**src/rtl/ps2_pkg.sv**
```systemverilog
// Shared types and constants for the PS/2 keyboard receiver.
// Covers the frame FSM state encoding, the prefix byte values and the parity rule.
package ps2_pkg;

  typedef enum logic [1:0] {
    IDLE,
    DATA,
    PARITY,
    STOP
  } ps2_state_t;

  localparam logic [7:0] PS2_BREAK = 8'hF0;
  localparam logic [7:0] PS2_EXT   = 8'hE0;

  // Odd parity: data bits plus parity bit must contain an odd number of ones.
  function automatic logic odd_parity_ok(input logic [7:0] data, input logic parity);
    return ^{data, parity};
  endfunction

endpackage

```
**src/rtl/ps2_line_filter.sv**
```systemverilog
// Two-flop synchroniser followed by a glitch filter for one open-collector PS/2 line.
// The filtered output changes only after FILTER_LEN consecutive equal samples of the new level.
module ps2_line_filter #(
  parameter int FILTER_LEN = 8
) (
  input  logic clk,
  input  logic rst,
  input  logic raw,
  output logic filt
);

  localparam int CW = (FILTER_LEN > 1) ? $clog2(FILTER_LEN) : 1;
  localparam logic [CW-1:0] CNT_LAST = CW'(FILTER_LEN - 1);

  logic [1:0]    sync_q, sync_d;
  logic          filt_q, filt_d;
  logic [CW-1:0] cnt_q, cnt_d;

  // The counter tracks how long the synchronised level has disagreed with the output.
  always_comb begin
    sync_d = {sync_q[0], raw};
    filt_d = filt_q;
    cnt_d  = '0;
    if (sync_q[1] != filt_q) begin
      if (cnt_q == CNT_LAST) begin
        filt_d = sync_q[1];
      end else begin
        cnt_d = cnt_q + 1'b1;
      end
    end
  end

  always_ff @(posedge clk) begin
    if (!rst) begin
      sync_q <= 2'b11;
      filt_q <= 1'b1;
      cnt_q  <= '0;
    end else begin
      sync_q <= sync_d;
      filt_q <= filt_d;
      cnt_q  <= cnt_d;
    end
  end

  assign filt = filt_q;

endmodule

```
**src/rtl/ps2_keyboard_rx.sv**
```systemverilog
// PS/2 keyboard frame receiver: filters the lines, decodes 11-bit frames, aborts stalls,
// and optionally swallows break/extended prefixes so each keypress strobes once.
module ps2_keyboard_rx
  import ps2_pkg::*;
#(
  parameter int FILTER_LEN     = 8,
  parameter int TIMEOUT_CYCLES = 50000,
  parameter bit SUPPRESS_BREAK = 1'b1
) (
  input  logic       clk,
  input  logic       rst,
  input  logic       ps2_clk,
  input  logic       ps2_data,
  output logic [7:0] ps2_code,
  output logic       ps2_code_new,
  output logic       frame_err,
  output logic       busy
);

  localparam int TW = $clog2(TIMEOUT_CYCLES + 1);
  localparam logic [TW-1:0] TMO_LIMIT = TW'(TIMEOUT_CYCLES);

  logic clk_filt, data_filt;

  ps2_line_filter #(.FILTER_LEN(FILTER_LEN)) u_clk_filter (
    .clk  (clk),
    .rst  (rst),
    .raw  (ps2_clk),
    .filt (clk_filt)
  );

  ps2_line_filter #(.FILTER_LEN(FILTER_LEN)) u_data_filter (
    .clk  (clk),
    .rst  (rst),
    .raw  (ps2_data),
    .filt (data_filt)
  );

  ps2_state_t    state_q, state_d;
  logic [2:0]    bit_cnt_q, bit_cnt_d;
  logic [7:0]    shift_q, shift_d;
  logic          parity_q, parity_d;
  logic [TW-1:0] tmo_cnt_q, tmo_cnt_d;
  logic          brk_pend_q, brk_pend_d;
  logic [7:0]    code_q, code_d;
  logic          code_new_q, code_new_d;
  logic          frame_err_q, frame_err_d;
  logic          clk_prev_q;
  logic          fall;

  assign fall = clk_prev_q & ~clk_filt;

  // A falling edge always takes priority over the stall timeout, so a late edge still counts.
  always_comb begin
    state_d     = state_q;
    bit_cnt_d   = bit_cnt_q;
    shift_d     = shift_q;
    parity_d    = parity_q;
    tmo_cnt_d   = tmo_cnt_q;
    brk_pend_d  = brk_pend_q;
    code_d      = code_q;
    code_new_d  = 1'b0;
    frame_err_d = 1'b0;

    if (fall) begin
      tmo_cnt_d = '0;
      unique case (state_q)
        IDLE: begin
          if (!data_filt) begin
            state_d   = DATA;
            bit_cnt_d = '0;
          end else begin
            frame_err_d = 1'b1;
            brk_pend_d  = 1'b0;
          end
        end
        DATA: begin
          shift_d   = {data_filt, shift_q[7:1]};
          bit_cnt_d = bit_cnt_q + 1'b1;
          if (bit_cnt_q == 3'd7) begin
            state_d = PARITY;
          end
        end
        PARITY: begin
          parity_d = data_filt;
          state_d  = STOP;
        end
        STOP: begin
          state_d = IDLE;
          if (data_filt && odd_parity_ok(shift_q, parity_q)) begin
            if (!SUPPRESS_BREAK) begin
              code_d     = shift_q;
              code_new_d = 1'b1;
            end else if (shift_q == PS2_BREAK) begin
              brk_pend_d = 1'b1;
            end else if (shift_q == PS2_EXT) begin
              brk_pend_d = brk_pend_q;
            end else if (brk_pend_q) begin
              brk_pend_d = 1'b0;
            end else begin
              code_d     = shift_q;
              code_new_d = 1'b1;
            end
          end else begin
            frame_err_d = 1'b1;
            brk_pend_d  = 1'b0;
          end
        end
        default: state_d = IDLE;
      endcase
    end else if (state_q == IDLE) begin
      tmo_cnt_d = '0;
    end else if (tmo_cnt_q >= TMO_LIMIT) begin
      state_d     = IDLE;
      tmo_cnt_d   = '0;
      frame_err_d = 1'b1;
      brk_pend_d  = 1'b0;
    end else begin
      tmo_cnt_d = tmo_cnt_q + 1'b1;
    end
  end

  always_ff @(posedge clk) begin
    if (!rst) begin
      state_q     <= IDLE;
      bit_cnt_q   <= '0;
      shift_q     <= '0;
      parity_q    <= 1'b0;
      tmo_cnt_q   <= '0;
      brk_pend_q  <= 1'b0;
      code_q      <= '0;
      code_new_q  <= 1'b0;
      frame_err_q <= 1'b0;
      clk_prev_q  <= 1'b1;
    end else begin
      state_q     <= state_d;
      bit_cnt_q   <= bit_cnt_d;
      shift_q     <= shift_d;
      parity_q    <= parity_d;
      tmo_cnt_q   <= tmo_cnt_d;
      brk_pend_q  <= brk_pend_d;
      code_q      <= code_d;
      code_new_q  <= code_new_d;
      frame_err_q <= frame_err_d;
      clk_prev_q  <= clk_filt;
    end
  end

  assign ps2_code     = code_q;
  assign ps2_code_new = code_new_q;
  assign frame_err    = frame_err_q;
  assign busy         = (state_q != IDLE);

endmodule
```
**config.mk**
```make
export PLATFORM = sky130hd
export DESIGN_NAME = ps2_keyboard_rx
export DESIGN_NICKNAME = d
export VERILOG_FILES = /design/src/rtl/ps2_pkg.sv /design/src/rtl/ps2_line_filter.sv /design/src/rtl/ps2_keyboard_rx.sv
export SDC_FILE = /design/constraint.sdc
export NUM_CORES = 1
export LEC_CHECK = 0
export CAP_MARGIN = 20
export CORE_MARGIN = 5
export CORE_UTILIZATION = 50
export DETAILED_ROUTE_END_ITERATION = 12
export MAX_ROUTING_LAYER = met4
export PLACE_DENSITY_LB_ADDON = 0.25
export SYNTH_ARGS = -nofsm -noshare
export SYNTH_HDL_FRONTEND = slang
export SYNTH_HIERARCHICAL = 1
export SYNTH_SLANG_ARGS = --single-unit
```
**constraint.sdc**
```tcl
create_clock -name clk -period 2 [get_ports clk]
set_input_delay 0.5 -clock clk [delete_from_list [all_inputs] [get_ports clk]]
set_output_delay 0.5 -clock clk [all_outputs]
set_load 0.03 [all_outputs]
```
==> run_summary.xml <==
<?xml version="1.0" encoding="UTF-8"?>
<metrics>
  <group name="route">
    <metric name="routedWlPerCell" unit="um">12.4</metric>
    <metric name="num_vias" unit="">1738</metric>
    <metric name="drt_iter0_markers" unit="">63</metric>
    <metric name="drc" unit="">0</metric>
    <metric name="drt-pass1-iter-count" unit="">4</metric>
    <metric name="wirelength" unit="mm">4.10</metric>
    <metric name="routed_via_density" unit="">5.27</metric>
    <metric name="detail-route-antenna-nets" unit="">0</metric>
  </group>
  <group name="setup_path">
    <metric name="worstSetupPathType" unit="">flop to flop</metric>
    <metric name="worst_path_largest_cell_delay" unit="ns">0.47</metric>
    <metric name="reg2reg_setup_slack" unit="ns">0.12</metric>
    <metric name="setup.worst_path.start_class" unit="">flop</metric>
    <metric name="crit_path_cell_trace" unit="">xnor2_2 -&gt; xnor3_1 -&gt; mux2i_1 -&gt; nor3b_2 -&gt; buf_4 -&gt; mux2i_1</metric>
    <metric name="reg_to_reg_endpoint" unit="">ps2_code[3]$_SDFFE_PN0P_</metric>
    <metric name="critPathArrivalTime" unit="ns">2.11</metric>
    <metric name="crit_path_max_fo" unit="">5</metric>
    <metric name="critPathCaptureType" unit="">flop</metric>
    <metric name="timing.critical_path.from" unit="">shift_q[5]$_SDFFE_PN0P_</metric>
    <metric name="reg2reg_from" unit="">shift_q[5]$_SDFFE_PN0P_</metric>
    <metric name="crit_required" unit="ns">2.23</metric>
    <metric name="cpMostUsedCell" unit="">sky130_fd_sc_hd__mux2i_1</metric>
    <metric name="worst_path_slowest_cell" unit="">sky130_fd_sc_hd__dfxtp_1</metric>
    <metric name="reg2reg_depth" unit="">6</metric>
  </group>
  <group name="final_layout">
    <metric name="finalInstanceArea" unit="um2">2760</metric>
    <metric name="nFillCells" unit="">406</metric>
    <metric name="fin_cells" unit="">330</metric>
    <metric name="area_growth" unit="%">15.4</metric>
    <metric name="register_area" unit="um2">1080</metric>
    <metric name="design.final.nets" unit="">291</metric>
    <metric name="multi_input_area" unit="um2">1250</metric>
    <metric name="final_layout_size_suffix_gt1_share" unit="%">9.06</metric>
    <metric name="antenna-diode-count" unit="">0</metric>
  </group>
  <group name="synth">
    <metric name="main_combinational_cell_family_by_area_after_synthesis" unit="">simple AND/OR/NAND/NOR gates</metric>
    <metric name="synth.yosys.seq_area_share" unit="%">45.3</metric>
    <metric name="synth_top_cell_by_area" unit="">sky130_fd_sc_hd__dfxtp_1</metric>
    <metric name="synthesis.area" unit="um2">2390</metric>
    <metric name="yosysWarningCount" unit="">6</metric>
    <metric name="post_synth_num_cell_types" unit="">43</metric>
    <metric name="synth_async_sr_flop_share" unit="%">0</metric>
    <metric name="yosys-top-cells-count" unit="">sky130_fd_sc_hd__dfxtp_1, sky130_fd_sc_hd__nand2_1, sky130_fd_sc_hd__nor2_1, sky130_fd_sc_hd__mux2i_1, sky130_fd_sc_hd__ha_1</metric>
    <metric name="number_of_nets_in_the_synthesized_netlist" unit="">269</metric>
    <metric name="yosys_most_used_dff" unit="">sky130_fd_sc_hd__dfxtp_1</metric>
    <metric name="synth-compound-area-share" unit="%">7.44</metric>
    <metric name="synth.area.mux_share" unit="%">7.97</metric>
    <metric name="yosys.cell_count.top_type" unit="">sky130_fd_sc_hd__dfxtp_1</metric>
    <metric name="post_synth_xor_area_fraction" unit="%">8.91</metric>
    <metric name="synthDominantCellAreaShare" unit="%">45.3</metric>
    <metric name="synth_simple_gate_area_share" unit="%">21.2</metric>
    <metric name="synth_area_leaders" unit="">sky130_fd_sc_hd__dfxtp_1, sky130_fd_sc_hd__mux2i_1, sky130_fd_sc_hd__ha_1, sky130_fd_sc_hd__nand2_1, sky130_fd_sc_hd__nor2_1</metric>
    <metric name="edff_count_synth" unit="">0</metric>
    <metric name="netlist_instances" unit="">253</metric>
    <metric name="postSynthRegisterBits" unit="">54</metric>
    <metric name="post_synth.cell_area_avg" unit="um2">9.44</metric>
    <metric name="synth_adder_area_share" unit="%">6.29</metric>
  </group>
  <group name="min_path">
    <metric name="hold_path.startpoint" unit="">u_clk_filter/sync_q[0]$_SDFF_PN1_</metric>
    <metric name="timing.hold.worst.class" unit="">flop to flop</metric>
    <metric name="hold-path-cell-count" unit="">1</metric>
    <metric name="destination_of_the_worst_hold_path" unit="">u_clk_filter/sync_q[1]$_SDFF_PN1_</metric>
  </group>
  <group name="global_routing">
    <metric name="grt_pass1_vias" unit="">1570</metric>
    <metric name="global_route.overflow_total" unit="">0</metric>
    <metric name="antenna_found_initial" unit="">0</metric>
    <metric name="largest_net_degree_at_the_start_of_global_routing" unit="">26</metric>
    <metric name="grt_first_pass_wirelength" unit="mm">6.93</metric>
    <metric name="gr-usage-all-layers" unit="%">14.0</metric>
  </group>
  <group name="clock_tree">
    <metric name="worst_skew_pair_latency" unit="ns">0.30</metric>
    <metric name="clk_pin_slew" unit="ns">0.09</metric>
    <metric name="cts-root-buf" unit="">sky130_fd_sc_hd__clkbuf_8</metric>
    <metric name="cts-root-to-sink-buffers" unit="">2</metric>
    <metric name="tritoncts_buffer_count" unit="">5</metric>
    <metric name="cts.sinks" unit="">54</metric>
    <metric name="tritoncts" unit="">yes</metric>
    <metric name="post_cts_resize_count" unit="">0</metric>
    <metric name="cts_post_setup_buffers_inserted" unit="">0</metric>
    <metric name="htree_num_levels" unit="">2</metric>
    <metric name="cts.hold.buffers_added" unit="">0</metric>
  </group>
  <group name="placed_design">
    <metric name="cell_area_after_placement" unit="um2">2620</metric>
    <metric name="dpl_wire_length" unit="mm">2.86</metric>
    <metric name="io_buffer_count" unit="">14</metric>
    <metric name="numPlacedInstances" unit="">321</metric>
    <metric name="dp_worst_setup_slack" unit="ns">0.0697</metric>
    <metric name="routabilityCongestion" unit="">0.837</metric>
  </group>
  <group name="timing">
    <metric name="max-slew-margin-rel" unit="%">66.0</metric>
    <metric name="final_hold_vios" unit="">0</metric>
    <metric name="timing_limited_maximum_frequency" unit="GHz">0.533</metric>
    <metric name="setup_tns" unit="ns">0</metric>
    <metric name="final_critical_path_time_including_i_o_delays_and_setup" unit="ns">1.88</metric>
    <metric name="finalMaxSlewViolations" unit="">0</metric>
    <metric name="finalSetupViolCount" unit="">0</metric>
    <metric name="timing.final.crit_share" unit="%">93.9</metric>
    <metric name="worstMarginPinSlew" unit="ns">0.510</metric>
    <metric name="postLayoutSetupSlackWorst" unit="ns">0.123</metric>
    <metric name="final.setup_skew" unit="ns">0.00705</metric>
  </group>
  <group name="die">
    <metric name="dieArea" unit="um2">6260</metric>
    <metric name="floorplan.die.height" unit="um">79.1</metric>
    <metric name="floorplan.io_pins" unit="">15</metric>
    <metric name="die_w" unit="um">79.1</metric>
    <metric name="floorplan.initialDensity" unit="%">50.9</metric>
    <metric name="fp-row-count" unit="">25</metric>
    <metric name="placeableCoreArea" unit="um2">4690</metric>
  </group>
  <group name="power_and_ir_drop">
    <metric name="total_leakage_power" unit="nW">1.08</metric>
    <metric name="power-per-cell-area" unit="nW/um2">693</metric>
    <metric name="vdd.ir_drop.worst" unit="V">0.000358</metric>
    <metric name="total_power" unit="W">0.00191</metric>
  </group>
  <group name="outcome">
    <metric name="outcome" unit="">finished, final reports clean</metric>
  </group>
  <group name="run">
    <metric name="max_cap_viol_count" unit="">0</metric>
  </group>
</metrics>
## kinds of logic (layout without fill, tap and decap cells)
group	Yosys count	after routing
buf+inv	16	39
simple gates	104	104
flops	54	54
xor+xnor	21	21
mux	19	19
compound gates	27	27
fa+ha+maj	12	12
## worst max-delay path by stage
stage | depth (start not counted) | slack (ns) | endpoint
2_1_floorplan | 6 | 0.27 | ps2_code[0]$_SDFFE_PN0P_
3_3_place_gp | 6 | 0.19 | ps2_code[4]$_SDFFE_PN0P_
3_5_place_dp | 6 | 0.07 | ps2_code[3]$_SDFFE_PN0P_
4_1_cts | 6 | 0.04 | ps2_code[3]$_SDFFE_PN0P_
5_1_grt | 6 | -0.03 | ps2_code[1]$_SDFFE_PN0P_
6_report | 6 | 0.12 | ps2_code[3]$_SDFFE_PN0P_
## registers in the layout, summed over array words and instances (netlist names)
register / cells
ps2_code: 8
u_clk_filter/filt: 1
ps2_code_new: 1
parity_q: 1
bit_cnt_q: 3
u_data_filter/sync_q: 2
u_clk_filter/sync_q: 2
shift_q: 8
frame_err: 1
tmo_cnt_q: 16
state_q: 2
brk_pend_q: 1
u_clk_filter/cnt_q: 3
u_data_filter/filt: 1
clk_prev_q: 1
u_data_filter/cnt_q: 3
## critical path: cells and delay by family (launching register included)
family        cells  cell delay [ns]
xor+xnor          2             0.53
flops             1             0.47
mux               2             0.35
simple gates      1             0.24
buf+inv           1             0.21
## layout by cell type (no fill, tap or decap), types with 4 or more instances in the layout
cell type,instances
sky130_fd_sc_hd__nand2_1,33
sky130_fd_sc_hd__clkdlybuf4s50_1,13
sky130_fd_sc_hd__a21oi_1,6
sky130_fd_sc_hd__inv_1,9
sky130_fd_sc_hd__clkbuf_8,5
sky130_fd_sc_hd__mux2i_1,19
sky130_fd_sc_hd__ha_1,11
sky130_fd_sc_hd__o21ai_0,5
sky130_fd_sc_hd__a31oi_1,4
sky130_fd_sc_hd__dfxtp_1,51
sky130_fd_sc_hd__nand3_1,8
sky130_fd_sc_hd__xor2_1,8
sky130_fd_sc_hd__xnor2_1,10
sky130_fd_sc_hd__nor2_1,30
sky130_fd_sc_hd__and3_1,5
sky130_fd_sc_hd__buf_4,7
sky130_fd_sc_hd__nand2b_1,5
## power breakdown
group | internal, W | total [W] | switching [W]
registers | 0.00109 | 0.00109 | 0.00000908
logic | 0.0000379 | 0.000105 | 0.0000668
clock network | 0.000374 | 0.000711 | 0.000337
## per-stage QoR
stage               utilization [%]  hold slack (ns)
CTS                            58.2            0.416
finish                         58.7            0.414
detailed placement             55.9            0.396
global placement               55.9            0.389
global route                   58.7            0.429
floorplan                         -            0.385
## final cells by class
cell class	count	share of cell area [%]
multi-input combinational	183	45.4
timing repair buffer	22	7.54
sequential	54	39.4
clock inverter	2	1.36
tap	54	2.45
clock buffer	6	2.63
inverter	9	1.23
## per-layer routing
layer	part of all wire (%)	GRT usage [%]	wire, um
met4	0.90	3.61	37
met3	3.0	3.40	124
met2	47	22.5	1920
met1	49	17.7	2020
met5	0	-	0
Power figures use the tool's default switching activity.
